--- src/rtl/lsu_if.sv ---
// lsu_if: bundles the load/store unit's bus-side signals.
//   LSB side     : en/inst_name/mem_addr/store_value/rob_id in, busy out
//   memctrl side : en/wr/addr/len/data out, ok/data in
//   CDB side     : valid/result/rob_id out
//   RoB side     : rollback flag in
// modport slave  = the lsu itself
// modport master = the surrounding pipeline / memory controller
interface lsu_if;
    logic        en_signal_from_lsb;
    logic [5:0]  inst_name_from_lsb;
    logic [31:0] mem_addr_from_lsb;
    logic [31:0] store_value_from_lsb;
    logic [4:0]  rob_id_from_lsb;
    logic        busy_to_lsb;

    logic        en_signal_to_memctrl;
    logic        wr_flag_to_memctrl;
    logic [31:0] addr_to_memctrl;
    logic [2:0]  len_to_memctrl;
    logic [31:0] data_to_memctrl;
    logic        ok_flag_from_memctrl;
    logic [31:0] data_from_memctrl;

    logic        valid_to_cdb;
    logic [31:0] result_to_cdb;
    logic [4:0]  rob_id_to_cdb;

    logic        rollback_flag_from_rob;

    modport slave (
        input  en_signal_from_lsb, inst_name_from_lsb, mem_addr_from_lsb,
               store_value_from_lsb, rob_id_from_lsb,
               ok_flag_from_memctrl, data_from_memctrl, rollback_flag_from_rob,
        output busy_to_lsb, en_signal_to_memctrl, wr_flag_to_memctrl,
               addr_to_memctrl, len_to_memctrl, data_to_memctrl,
               valid_to_cdb, result_to_cdb, rob_id_to_cdb
    );

    modport master (
        output en_signal_from_lsb, inst_name_from_lsb, mem_addr_from_lsb,
               store_value_from_lsb, rob_id_from_lsb,
               ok_flag_from_memctrl, data_from_memctrl, rollback_flag_from_rob,
        input  busy_to_lsb, en_signal_to_memctrl, wr_flag_to_memctrl,
               addr_to_memctrl, len_to_memctrl, data_to_memctrl,
               valid_to_cdb, result_to_cdb, rob_id_to_cdb
    );
endinterface

--- src/rtl/lsu.sv ---
// lsu: load/store unit downstream of the load/store buffer.
// Takes one memory operation at a time, runs it through the memory
// controller's request/ok handshake, extends load data and broadcasts the
// result on the CDB. Rollback squashes an in-flight load's result but the
// memory transaction itself always runs to completion.
// Ports:
//   clk_in  - system clock
//   rst_in  - asynchronous active-low reset
//   rdy_in  - global ready; low freezes every register
//   bus     - lsu_if.slave (LSB issue, memctrl handshake, CDB, rollback)
// Operation encodings: LB=1 LH=2 LW=3 LBU=4 LHU=5 SB=6 SH=7 SW=8
// (loads are exactly the codes <= LHU).
module lsu (
    input  logic  clk_in,
    input  logic  rst_in,
    input  logic  rdy_in,
    lsu_if.slave  bus
);
    localparam logic [5:0] LB  = 6'd1;
    localparam logic [5:0] LH  = 6'd2;
    localparam logic [5:0] LW  = 6'd3;
    localparam logic [5:0] LBU = 6'd4;
    localparam logic [5:0] LHU = 6'd5;
    localparam logic [5:0] SB  = 6'd6;
    localparam logic [5:0] SH  = 6'd7;
    localparam logic [5:0] SW  = 6'd8;

    localparam logic [0:0] IDLE     = 1'b0;
    localparam logic [0:0] WAIT_MEM = 1'b1;

    logic [0:0]  state_reg;
    logic [5:0]  op_reg;
    logic [31:0] addr_reg;
    logic [31:0] sdata_reg;
    logic [4:0]  rob_reg;
    logic        squash_reg;
    logic        valid_reg;
    logic [31:0] result_reg;
    logic [4:0]  cdb_rob_reg;

    logic        in_is_load;
    logic        op_is_load;
    logic        accept;
    logic [31:0] ext_data;

    function automatic logic [2:0] len_of(input logic [5:0] op);
        case (op)
            LB, LBU, SB: len_of = 3'd1;
            LH, LHU, SH: len_of = 3'd2;
            LW, SW:      len_of = 3'd4;
            default:     len_of = 3'd0;  // only seen out of reset
        endcase
    endfunction

    assign in_is_load = (bus.inst_name_from_lsb <= LHU);
    assign op_is_load = (op_reg <= LHU);

    // A load issued in the same cycle as a rollback is already stale and is
    // dropped; a store at that point is committed and must proceed.
    assign accept = (state_reg == IDLE) && bus.en_signal_from_lsb &&
                    !(bus.rollback_flag_from_rob && in_is_load);

    always_comb begin
        ext_data = bus.data_from_memctrl;
        case (op_reg)
            LB:      ext_data = {{24{bus.data_from_memctrl[7]}},  bus.data_from_memctrl[7:0]};
            LH:      ext_data = {{16{bus.data_from_memctrl[15]}}, bus.data_from_memctrl[15:0]};
            LBU:     ext_data = {24'd0, bus.data_from_memctrl[7:0]};
            LHU:     ext_data = {16'd0, bus.data_from_memctrl[15:0]};
            default: ext_data = bus.data_from_memctrl;
        endcase
    end

    always_ff @(posedge clk_in or negedge rst_in) begin
        if (!rst_in) begin
            state_reg   <= IDLE;
            op_reg      <= 6'd0;
            addr_reg    <= 32'd0;
            sdata_reg   <= 32'd0;
            rob_reg     <= 5'd0;
            squash_reg  <= 1'b0;
            valid_reg   <= 1'b0;
            result_reg  <= 32'd0;
            cdb_rob_reg <= 5'd0;
        end else if (rdy_in) begin
            valid_reg <= 1'b0;
            case (state_reg)
                IDLE: begin
                    if (accept) begin
                        state_reg  <= WAIT_MEM;
                        op_reg     <= bus.inst_name_from_lsb;
                        addr_reg   <= bus.mem_addr_from_lsb;
                        sdata_reg  <= bus.store_value_from_lsb;
                        rob_reg    <= bus.rob_id_from_lsb;
                        squash_reg <= 1'b0;
                    end
                end
                default: begin
                    if (bus.rollback_flag_from_rob && op_is_load)
                        squash_reg <= 1'b1;
                    if (bus.ok_flag_from_memctrl) begin
                        state_reg <= IDLE;
                        // Rollback coinciding with ok also kills the result.
                        if (op_is_load && !squash_reg && !bus.rollback_flag_from_rob) begin
                            valid_reg   <= 1'b1;
                            result_reg  <= ext_data;
                            cdb_rob_reg <= rob_reg;
                        end
                    end
                end
            endcase
        end
    end

    assign bus.busy_to_lsb          = (state_reg != IDLE) || bus.en_signal_from_lsb;
    assign bus.en_signal_to_memctrl = (state_reg == WAIT_MEM);
    assign bus.wr_flag_to_memctrl   = !op_is_load;
    assign bus.addr_to_memctrl      = addr_reg;
    assign bus.len_to_memctrl       = len_of(op_reg);
    assign bus.data_to_memctrl      = sdata_reg;
    // While rdy is low the pulse is hidden; valid_reg holds so it reappears.
    assign bus.valid_to_cdb         = valid_reg && rdy_in;
    assign bus.result_to_cdb        = result_reg;
    assign bus.rob_id_to_cdb        = cdb_rob_reg;
endmodule

--- src/flat_wrapper.sv ---
// flat-port wrapper written by rule: the top's interface ports become plain ports
module lsu_flat 
  (clk_in, rst_in, rdy_in, bus_en_signal_from_lsb, bus_inst_name_from_lsb, bus_mem_addr_from_lsb, bus_store_value_from_lsb, bus_rob_id_from_lsb, bus_ok_flag_from_memctrl, bus_data_from_memctrl, bus_rollback_flag_from_rob, bus_busy_to_lsb, bus_en_signal_to_memctrl, bus_wr_flag_to_memctrl, bus_addr_to_memctrl, bus_len_to_memctrl, bus_data_to_memctrl, bus_valid_to_cdb, bus_result_to_cdb, bus_rob_id_to_cdb);
  lsu_if bus_i ();
  input  logic clk_in;
  input  logic rst_in;
  input  logic rdy_in;
  input wire logic [$bits(bus_i.en_signal_from_lsb)-1:0] bus_en_signal_from_lsb;
  input wire logic [$bits(bus_i.inst_name_from_lsb)-1:0] bus_inst_name_from_lsb;
  input wire logic [$bits(bus_i.mem_addr_from_lsb)-1:0] bus_mem_addr_from_lsb;
  input wire logic [$bits(bus_i.store_value_from_lsb)-1:0] bus_store_value_from_lsb;
  input wire logic [$bits(bus_i.rob_id_from_lsb)-1:0] bus_rob_id_from_lsb;
  input wire logic [$bits(bus_i.ok_flag_from_memctrl)-1:0] bus_ok_flag_from_memctrl;
  input wire logic [$bits(bus_i.data_from_memctrl)-1:0] bus_data_from_memctrl;
  input wire logic [$bits(bus_i.rollback_flag_from_rob)-1:0] bus_rollback_flag_from_rob;
  output wire logic [$bits(bus_i.busy_to_lsb)-1:0] bus_busy_to_lsb;
  output wire logic [$bits(bus_i.en_signal_to_memctrl)-1:0] bus_en_signal_to_memctrl;
  output wire logic [$bits(bus_i.wr_flag_to_memctrl)-1:0] bus_wr_flag_to_memctrl;
  output wire logic [$bits(bus_i.addr_to_memctrl)-1:0] bus_addr_to_memctrl;
  output wire logic [$bits(bus_i.len_to_memctrl)-1:0] bus_len_to_memctrl;
  output wire logic [$bits(bus_i.data_to_memctrl)-1:0] bus_data_to_memctrl;
  output wire logic [$bits(bus_i.valid_to_cdb)-1:0] bus_valid_to_cdb;
  output wire logic [$bits(bus_i.result_to_cdb)-1:0] bus_result_to_cdb;
  output wire logic [$bits(bus_i.rob_id_to_cdb)-1:0] bus_rob_id_to_cdb;
  assign bus_i.en_signal_from_lsb = bus_en_signal_from_lsb;
  assign bus_i.inst_name_from_lsb = bus_inst_name_from_lsb;
  assign bus_i.mem_addr_from_lsb = bus_mem_addr_from_lsb;
  assign bus_i.store_value_from_lsb = bus_store_value_from_lsb;
  assign bus_i.rob_id_from_lsb = bus_rob_id_from_lsb;
  assign bus_i.ok_flag_from_memctrl = bus_ok_flag_from_memctrl;
  assign bus_i.data_from_memctrl = bus_data_from_memctrl;
  assign bus_i.rollback_flag_from_rob = bus_rollback_flag_from_rob;
  assign bus_busy_to_lsb = bus_i.busy_to_lsb;
  assign bus_en_signal_to_memctrl = bus_i.en_signal_to_memctrl;
  assign bus_wr_flag_to_memctrl = bus_i.wr_flag_to_memctrl;
  assign bus_addr_to_memctrl = bus_i.addr_to_memctrl;
  assign bus_len_to_memctrl = bus_i.len_to_memctrl;
  assign bus_data_to_memctrl = bus_i.data_to_memctrl;
  assign bus_valid_to_cdb = bus_i.valid_to_cdb;
  assign bus_result_to_cdb = bus_i.result_to_cdb;
  assign bus_rob_id_to_cdb = bus_i.rob_id_to_cdb;
  lsu u_core (.clk_in(clk_in), .rst_in(rst_in), .rdy_in(rdy_in), .bus(bus_i));
endmodule
--- config.mk ---
export PLATFORM = sky130hd
export DESIGN_NAME = lsu_flat
export DESIGN_NICKNAME = d
export VERILOG_FILES = /design/src/rtl/lsu_if.sv /design/src/rtl/lsu.sv /design/src/flat_wrapper.sv
export SDC_FILE = /design/constraint.sdc
export NUM_CORES = 1
export LEC_CHECK = 0
export CAP_MARGIN = 20
export CORE_AREA = 8 8 125 127
export DETAILED_ROUTE_END_ITERATION = 7
export DIE_AREA = 0 0 133 135
export GPL_ROUTABILITY_DRIVEN = 0
export PLACE_DENSITY_LB_ADDON = 0.1
export SLEW_MARGIN = 20
export SYNTH_ARGS = -nofsm -noshare
export SYNTH_HDL_FRONTEND = slang
export SYNTH_SLANG_ARGS = --single-unit
export TNS_END_PERCENT = 1
--- constraint.sdc ---
create_clock -name clk_in -period 2 [get_ports clk_in]
set_clock_uncertainty 0.1 [all_clocks]
set_input_delay 0.4 -clock clk_in [delete_from_list [all_inputs] [get_ports clk_in]]
set_output_delay 0.4 -clock clk_in [all_outputs]
set_load 0.02 [all_outputs]
# Word-level counts from Yosys, hierarchy flattened
# Memories as Yosys holds them, arrays and structs flattened.
# Cells that the tools add are included.
# totals
reg_bits	115
rom_bits	48
inputBits	113
out_inout_bits	108
wordCells	46
n_memories	1
# mem_list
memory	words	width	rd	rd_clocked_by_memory_dff	wr	line	rtl
(no name shown)	16	3	1	0	0	lsu.sv:47	case (op)
# classes
magnitude_cmp	2
n_eq_ne	5
muxes	11
n_bitwise	1
n_reduce_logical	17
# ops
operator	count
32-bit case mux with 4 select lines	1
6-bit by 3-bit equality test with 1-bit output, second input constant	2
6-bit by 3-bit <= comparator with 1-bit output, second input constant	2
1-bit two-way mux	9
1-bit logical AND	7
6-bit by 1-bit equality test with 1-bit output, second input constant	1
6-bit by 2-bit equality test with 1-bit output, second input constant	1
3-bit AND reduction	2
1-bit logical NOT	4
4-bit AND reduction	1
3-bit two-way mux	1
2-bit logical NOT	1
2-bit inequality test, second input constant	1
2-bit nonzero test	1
1-bit logical OR	1
1-bit inverter	1

# Logic depth before layout (Yosys ltp)
# Gate-level depths: netlist (run 1).
# depth
depth_word	6
ltp_mapped	7
mapped_depth_nobuf	4

# Worst setup path after synthesis (run 1)
# Ideal clock, no wire load.
# synth_timing
kind	input-to-reg
start	input port bus_inst_name_from_lsb[3]
end	register u_core.addr_reg[10] (netlist: u_core.bus.addr_to_memctrl[10])
setup_time_ns	0.125
arrival_ns	1.710
required_time_ns	1.775
slack_ns	0.064
stages	6
n_path_buf	2
path_cell_list	or4b_1 a21oi_1 nor3_1 buf_6 buf_6 mux2_4
# synth_between
elab_chain_cells	5
# synth_rtl
item	line	rtl
start: declaration	flat_wrapper.sv:9	input wire logic [$bits(bus_i.inst_name_from_lsb)-1:0] bus_inst_name_from_lsb;
6-bit by 3-bit <= comparator with 1-bit output	lsu.sv:55	assign in_is_load = (bus.inst_name_from_lsb <= LHU);
1-bit logical AND	lsu.sv:61	!(bus.rollback_flag_from_rob && in_is_load);
1-bit logical NOT	lsu.sv:61	
1-bit logical AND	lsu.sv:60	assign accept = (state_reg == IDLE) && bus.en_signal_from_lsb &&
3-bit AND reduction (no source line)	--	
end signal: assignment	lsu.sv:92	addr_reg <= bus.mem_addr_from_lsb;
end: declaration	lsu.sv:33	logic [31:0] addr_reg;
# Every way passes these cells.
# A chain may end at the register's enable or synchronous reset.

# Final worst setup path (run 1)
# layout_timing
start	register u_core.op_reg[1]
end	output port bus_len_to_memctrl[2]
# layout_between
elab_chain_cells	2
# layout_rtl
item	line	rtl
start: declaration	lsu.sv:32	logic [5:0] op_reg;
start signal: assignment	lsu.sv:91	op_reg <= bus.inst_name_from_lsb;
memory 16 x 3 bit	--	
3-bit two-way mux	lsu.sv:47	
end: declaration	flat_wrapper.sv:20	output wire logic [$bits(bus_i.len_to_memctrl)-1:0] bus_len_to_memctrl;
# Every way passes these cells.

==> metrics.txt, run 1 <==
outcome finished with violations; violated checks negative setup slack; net count reported at finish 675; CTS Buffer Depth 2; Port Buf Inserts 220; Async SR Flop Fraction 1.00; sequential share of power 0.324; FF-to-FF Start u_core.op_reg[1]; Setup Fix Bufs, Post-CTS 0; number of top-level pins between 200 and 250; die height ~140 um; DRC Markers 0; sw frac 0.310; Cells after Synth a little over 300; TritonCTS clock tree built; final wirelength about 13,000 um; cell taking the most area after synthesis dfrtp_1; Reg2Reg Setup Slack 0.11 ns; Layout Utilization 0.588; Least-Margin Pin Slew between 0.6 and 0.7 ns; syn avg cell area between 10 and 15 um^2; fmax around 490 MHz; Max Fanout on Critical Path 5; Min Hold Slack between 0.3 and 0.4 ns; synthesis-stage register bit count between 100 and 150; Seq/Total Area, Yosys 0.621; P&R area growth vs syn 72.7%; final hold vios 0; total grt overflow 0; required time worst endpoint 1.50 ns; cts bufs inserted 17; Post-synth EDFFs 0; maxcap violations 0; first-pass GRT wire length 21,300 um; routed vias ~3,400; RSZ-0062 raised after global routing yes; Cell variety after synth 29; Max VDD drop between 0.0007 and 0.0008 V; vias per cell approximately 4.6; drt pass-1 iters 5; Initial Util 0.340; clock power share 0.286; Clock Latency Late Sink 0.41 ns; DR iter-0 viols 83; Reg clk slew, reported paths ~0.06 ns; Antenna Nets Post-Route 0; Final Max Slew Viols 0; Die ar. around 0.018 mm^2; HP Start u_core.valid_reg; Placeable Area 0.0136 mm^2; final worst slack -0.0235 ns; critical path arrival between 1.5 and 2 ns; DIE WIDTH 133 um; htree depth 4; CTS root buf clkbuf_16; largest net degree at the start of global routing just under 70; antenna violations before repair 0; clock tree sinks between 100 and 150; prevailing post-synth register cell dfrtp_1; Tmin final around 2.0 ns; synthesis warning total 0; Comb pwr share 0.390; final setup vio count 1; layout cells sized above 1 0.304; # diodes 0; Yosys top cell area share 0.621; total track usage 0.153; top post-synthesis cells by area dfrtp_1, mux2_2, mux2_4, a2bb2oi_1, nand2_1; vias in the first global route between 3,000 and 4,000; syn_nets ~420; Rel. slew slack 0.591; dpl ws -0.545 ns; CP Launch Type flip-flop; Final Cycle Share 1.01; WL/cell 17.9 um; Critical Path Sink Type output pin; LEAKAGE about 3.4 nW; Pwr Density approximately 1400 mW/mm^2; WS Path Type flip-flop to output pin; Hold Path Class flip-flop to flip-flop; CP Launch Point u_core.op_reg[1]; Cell Int Power roughly 0.0077 W; row cnt 43; mapped cell area roughly 0.0046 mm^2; NetSw 0.00346 W; hpwl dp around 10,000 um
==> area by class of cell <==
cell class | instances | area [um^2]
multi-input cells | 174 | 1740
flip-flops and latches | 115 | 2880
well taps | 180 | 225
inverters | 2 | 7.51
clock buffers | 23 | 478
repair buffers | 252 | 2520
fillers | 1108 | 5610
clock inverters | 9 | 151
==> stage by stage <==
| stage | std cells | power, W | setup TNS (ns) | cell area, um^2 |
|---|---|---|---|---|
| CTS | 755 | 0.0113 | -0.126 | 7890 |
| floorplan | 309 | 0.00567 | 0 | 4630 |
| global placement | 722 | 0.00791 | -42.53 | 7260 |
| global route | 755 | 0.0118 | -0.270 | 8000 |
| finish | 755 | 0.0112 | -0.0235 | 8000 |
| detailed placement | 722 | 0.00797 | -44.92 | 7260 |
==> worst paths after layout <==
kind                            cells after the start                        endpoint
worst max-delay path                                5           bus_len_to_memctrl[2]
worst min-delay path                                1                u_core.valid_reg
worst max register to register                      6     u_core.bus.result_to_cdb[0]
worst min register to register                      1                u_core.valid_reg
max in group asynchronous                           3                u_core.op_reg[0]
min in group asynchronous                           3  u_core.bus.data_to_memctrl[30]
==> kinds of logic after synthesis <==
logic type,Yosys count,share of synthesized area
flip-flops,115,0.621
multiplexers,88,0.237
AND/OR/NAND/NOR,50,0.0486
AO/OA/AOI/OAI,34,0.0627
buffers and inverters,20,0.0267
XOR/XNOR,2,0.00378
==> what timing repair did <==
item | in CTS | in global routing
hold endpoints to repair | 68 | 0
hold buffers | 1 | 0
pin swaps | 0 | 1
setup endpoints to repair | 73 | 70
resized for setup | 27 | 26
==> placed cells by master (no fill, tap or decap), types with 2 or more instances in the layout <==
cell type,n
a21o_1,3
a21oi_2,2
a2bb2oi_1,20
a2bb2oi_2,4
buf_12,6
buf_4,26
buf_6,4
bufinv_16,4
clkbuf_1,3
clkbuf_16,17
clkbuf_8,3
clkdlybuf4s50_1,212
clkinv_2,3
dfrtp_1,114
inv_1,2
mux2_2,60
mux2_4,28
nand2_1,31
nor2_1,3
nor2_2,2
==> Yosys cell counts, types with 3 or more instances <==
| cell type | instances |
|---|---|
| a21o_1 | 3 |
| a21oi_1 | 4 |
| a2bb2oi_1 | 24 |
| buf_2 | 9 |
| buf_6 | 4 |
| dfrtp_1 | 115 |
| mux2_2 | 60 |
| mux2_4 | 28 |
| nand2_1 | 32 |
| nor2_1 | 6 |
==> power groups by stage <==
stage / Clock (W) / Combinational (W) / Sequential [W]
floorplan: 0 / 0.00117 / 0.00450
global placement: 0 / 0.00431 / 0.00360
detailed placement: 0 / 0.00434 / 0.00363
CTS: 0.00330 / 0.00435 / 0.00362
global route: 0.00339 / 0.00463 / 0.00374
finish: 0.00320 / 0.00436 / 0.00363
==> routing by layer <==
layer  share of wire  vias up  wire (um)  global-route usage
met5               0        -          0                   0
met3            0.11       12       1460              0.0847
met1            0.37     1703       4980               0.158
met4           0.010        0        135              0.0549
li1                -     1607          -                   -
met2            0.51      116       6910               0.255
==> worst max-delay path: stages (launching register included) <==
cell and delay, ns:
dfrtp_1 0.46, nand2_2 0.10, nor2_4 0.08, a21oi_2 0.04, nor4_2 0.24, buf_4 0.19
(Power assumes the default switching activity.)
==> run 2, diff against run 1 <==
--- a/config.mk
+++ b/config.mk
@@ -5,7 +5,7 @@
 export SDC_FILE = /design/constraint.sdc
 export NUM_CORES = 1
 export LEC_CHECK = 0
-export CAP_MARGIN = 20
+export CAP_MARGIN = 30
 export CORE_AREA = 8 8 125 127
 export DETAILED_ROUTE_END_ITERATION = 7
 export DIE_AREA = 0 0 133 135
==> results of run 2 <==
The final DEF is identical to that of run 1; final timing and power are the same.
==> run 3, diff against run 2 <==
--- a/config.mk
+++ b/config.mk
@@ -10,6 +10,7 @@
 export DETAILED_ROUTE_END_ITERATION = 7
 export DIE_AREA = 0 0 133 135
 export GPL_ROUTABILITY_DRIVEN = 0
+export MAX_ROUTING_LAYER = met4
 export PLACE_DENSITY_LB_ADDON = 0.1
 export SLEW_MARGIN = 20
 export SYNTH_ARGS = -nofsm -noshare
==> run 3 against run 2 <==
The run still ends with negative setup slack left. Cell count stayed put. Non-clock buffer count stayed put. Setup slack worse by 0.0076 ns. Wire length is 0.15% higher. Hold slack better by 0.00071 ns. Global-route usage is 0.45 points higher. Sequential cell count stayed put. Total power hardly changed. Cell area is 0.16% lower. Sequential share of layout area is 0.056 points higher. Critical endpoint unchanged.
==> metrics.txt, run 3 (synthesis gave the netlist of run 1 again) <==
Finished Cell Area between 0.007 and 0.008 mm^2; Final Max Slew Viols 0; largest net degree at the start of global routing 69; DR iter-0 viols between 100 and 150; vias per cell roughly 4.6; Setup Fix Bufs, Post-CTS 0; DRC Markers 0; row cnt 43; final hold vios 0; Placeable Area 0.0136 mm^2; final wirelength around 13,000 um; most common cell after layout, fill and taps aside clkdlybuf4s50_1; CP Launch Type flip-flop; footprint of the multi-input gates between 0.0015 and 0.002 mm^2; layout cells sized above 1 0.301; Tmin final 2.03 ns; Max Fanout on Critical Path 5; vias in the first global route around 4,000; total track usage 0.157; crit-path cells nand2_2 -> nor2_4 -> a21oi_2 -> nor4_2 -> buf_4; Least-Margin Pin Slew ~0.61 ns; CP peak stage delay 0.46 ns; # diodes 0; first-pass GRT wire length around 21,000 um; area occupied by registers roughly 0.0029 mm^2; P&R area growth vs syn 72.4%; violated checks negative setup slack; routed vias 3,445; dpl cell area about 0.0073 mm^2; LEAKAGE approximately 3.4 nW; fmax ~490 MHz; number of top-level pins around 220; DIE WIDTH 133 um; Layout Utilization 0.587; critical path arrival between 1.5 and 2 ns; Port Buf Inserts 220; outcome finished with violations; cts bufs inserted 17; final worst slack -0.0311 ns; most frequent cells in the layout clkdlybuf4s50_1, dfrtp_1, mux2_2, nand2_1, mux2_4; Pwr Density between 1000 and 1500 mW/mm^2; total grt overflow 0; Reg clk slew, reported paths approximately 0.06 ns; Die ar. 0.0180 mm^2; Clock Latency Late Sink 0.41 ns; Max VDD drop 0.000707 V; Critical Path Slowest Stage Cell dfrtp_1; WS Path Type flip-flop to output pin; final setup vio count 2; required time worst endpoint 1.50 ns; WL/cell between 15 and 20 um; net count reported at finish between 600 and 700; TritonCTS clock tree built; CTS root buf clkbuf_16; Hold Path Class flip-flop to flip-flop; clock tree sinks 115; CTS Buffer Depth 2; RSZ-0062 raised after global routing yes; Final Cycle Share 1.02; Initial Util 0.340; htree depth 4; antenna violations before repair 0; filler instances roughly 1,100; maxcap violations 0; Critical Path Sink Type output pin; Rel. slew slack 0.592; hpwl dp 10,200 um; die height 135 um; drt pass-1 iters 4; Antenna Nets Post-Route 0
run 3: cell types whose count changed in the layout (fill, tap and decap cells not counted):
cell	previous run	this run
a2bb2oi_2	4	2
a2bb2oi_1	20	22
run 3: repair_timing:
action / CTS / global route
gates resized for setup: 27 / 24
cloned: 0 / 0
hold buffers: 1 / 0
setup endpoints to repair: 73 / 70
pin swaps: 0 / 1
endpoints found under the hold margin: 68 / 0
run 3: final cells by class:
class / count / area share
Sequential cell: 115 / 0.361
Timing Repair Buffer: 252 / 0.315
Multi-Input combinational cell: 174 / 0.216
Clock buffer: 23 / 0.0599
Tap cell: 180 / 0.0282
Clock inverter: 9 / 0.0190
Inverter: 2 / 0.000940
run 3: final timing paths:
kind / start / endpoint / slack, ns / cells past startpoint
worst min-delay path: u_core.valid_reg / u_core.valid_reg / 0.38 / 1
worst max-delay path: u_core.op_reg[1] / bus_len_to_memctrl[2] / -0.03 / 5
max in group asynchronous: rst_in / u_core.op_reg[0] / 0.81 / 3
worst max register to register: u_core.op_reg[1] / u_core.bus.result_to_cdb[0] / 0.10 / 6
min in group asynchronous: rst_in / u_core.bus.data_to_memctrl[30] / 0.43 / 3
worst min register to register: u_core.valid_reg / u_core.valid_reg / 0.38 / 1
run 3: report_power, final:
group	total [W]	switching [W]	internal, W
Sequential	0.00363	0.000479	0.00315
Clock	0.00321	0.00103	0.00218
Combinational	0.00435	0.00196	0.00239
run 3: critical path, delay by kind of cell (launching register included):
kind                   cells  cell delay (ns)
buffers and inverters      1             0.19
DFF                        1             0.46
and+or+nand+nor            3             0.42
AOI/OAI and AO/OA          1             0.04
run 3: metrics by stage:
step	power (W)	cells	setup WS, ns	hold slack [ns]	setup TNS, ns
after CTS	0.0113	755	-0.0721	0.384	-0.126
after floorplan	0.00567	309	0.0644	0.00441	0
final	0.0112	755	-0.0311	0.379	-0.0318
after detailed placement	0.00797	722	-0.545	0.339	-44.92
after global placement	0.00791	722	-0.493	0.341	-42.53
after global routing	0.0118	755	-0.122	0.407	-0.270
run 3: metal layers:
| metal | global-route usage | wire length (um) | up-vias |
|---|---|---|---|
| li1 | - | - | 1603 |
| met1 | 0.166 | 5240 | 1714 |
| met2 | 0.255 | 6940 | 116 |
| met3 | 0.0736 | 1180 | 12 |
| met4 | 0.0549 | 132 | 0 |
| met5 | - | 0 | - |
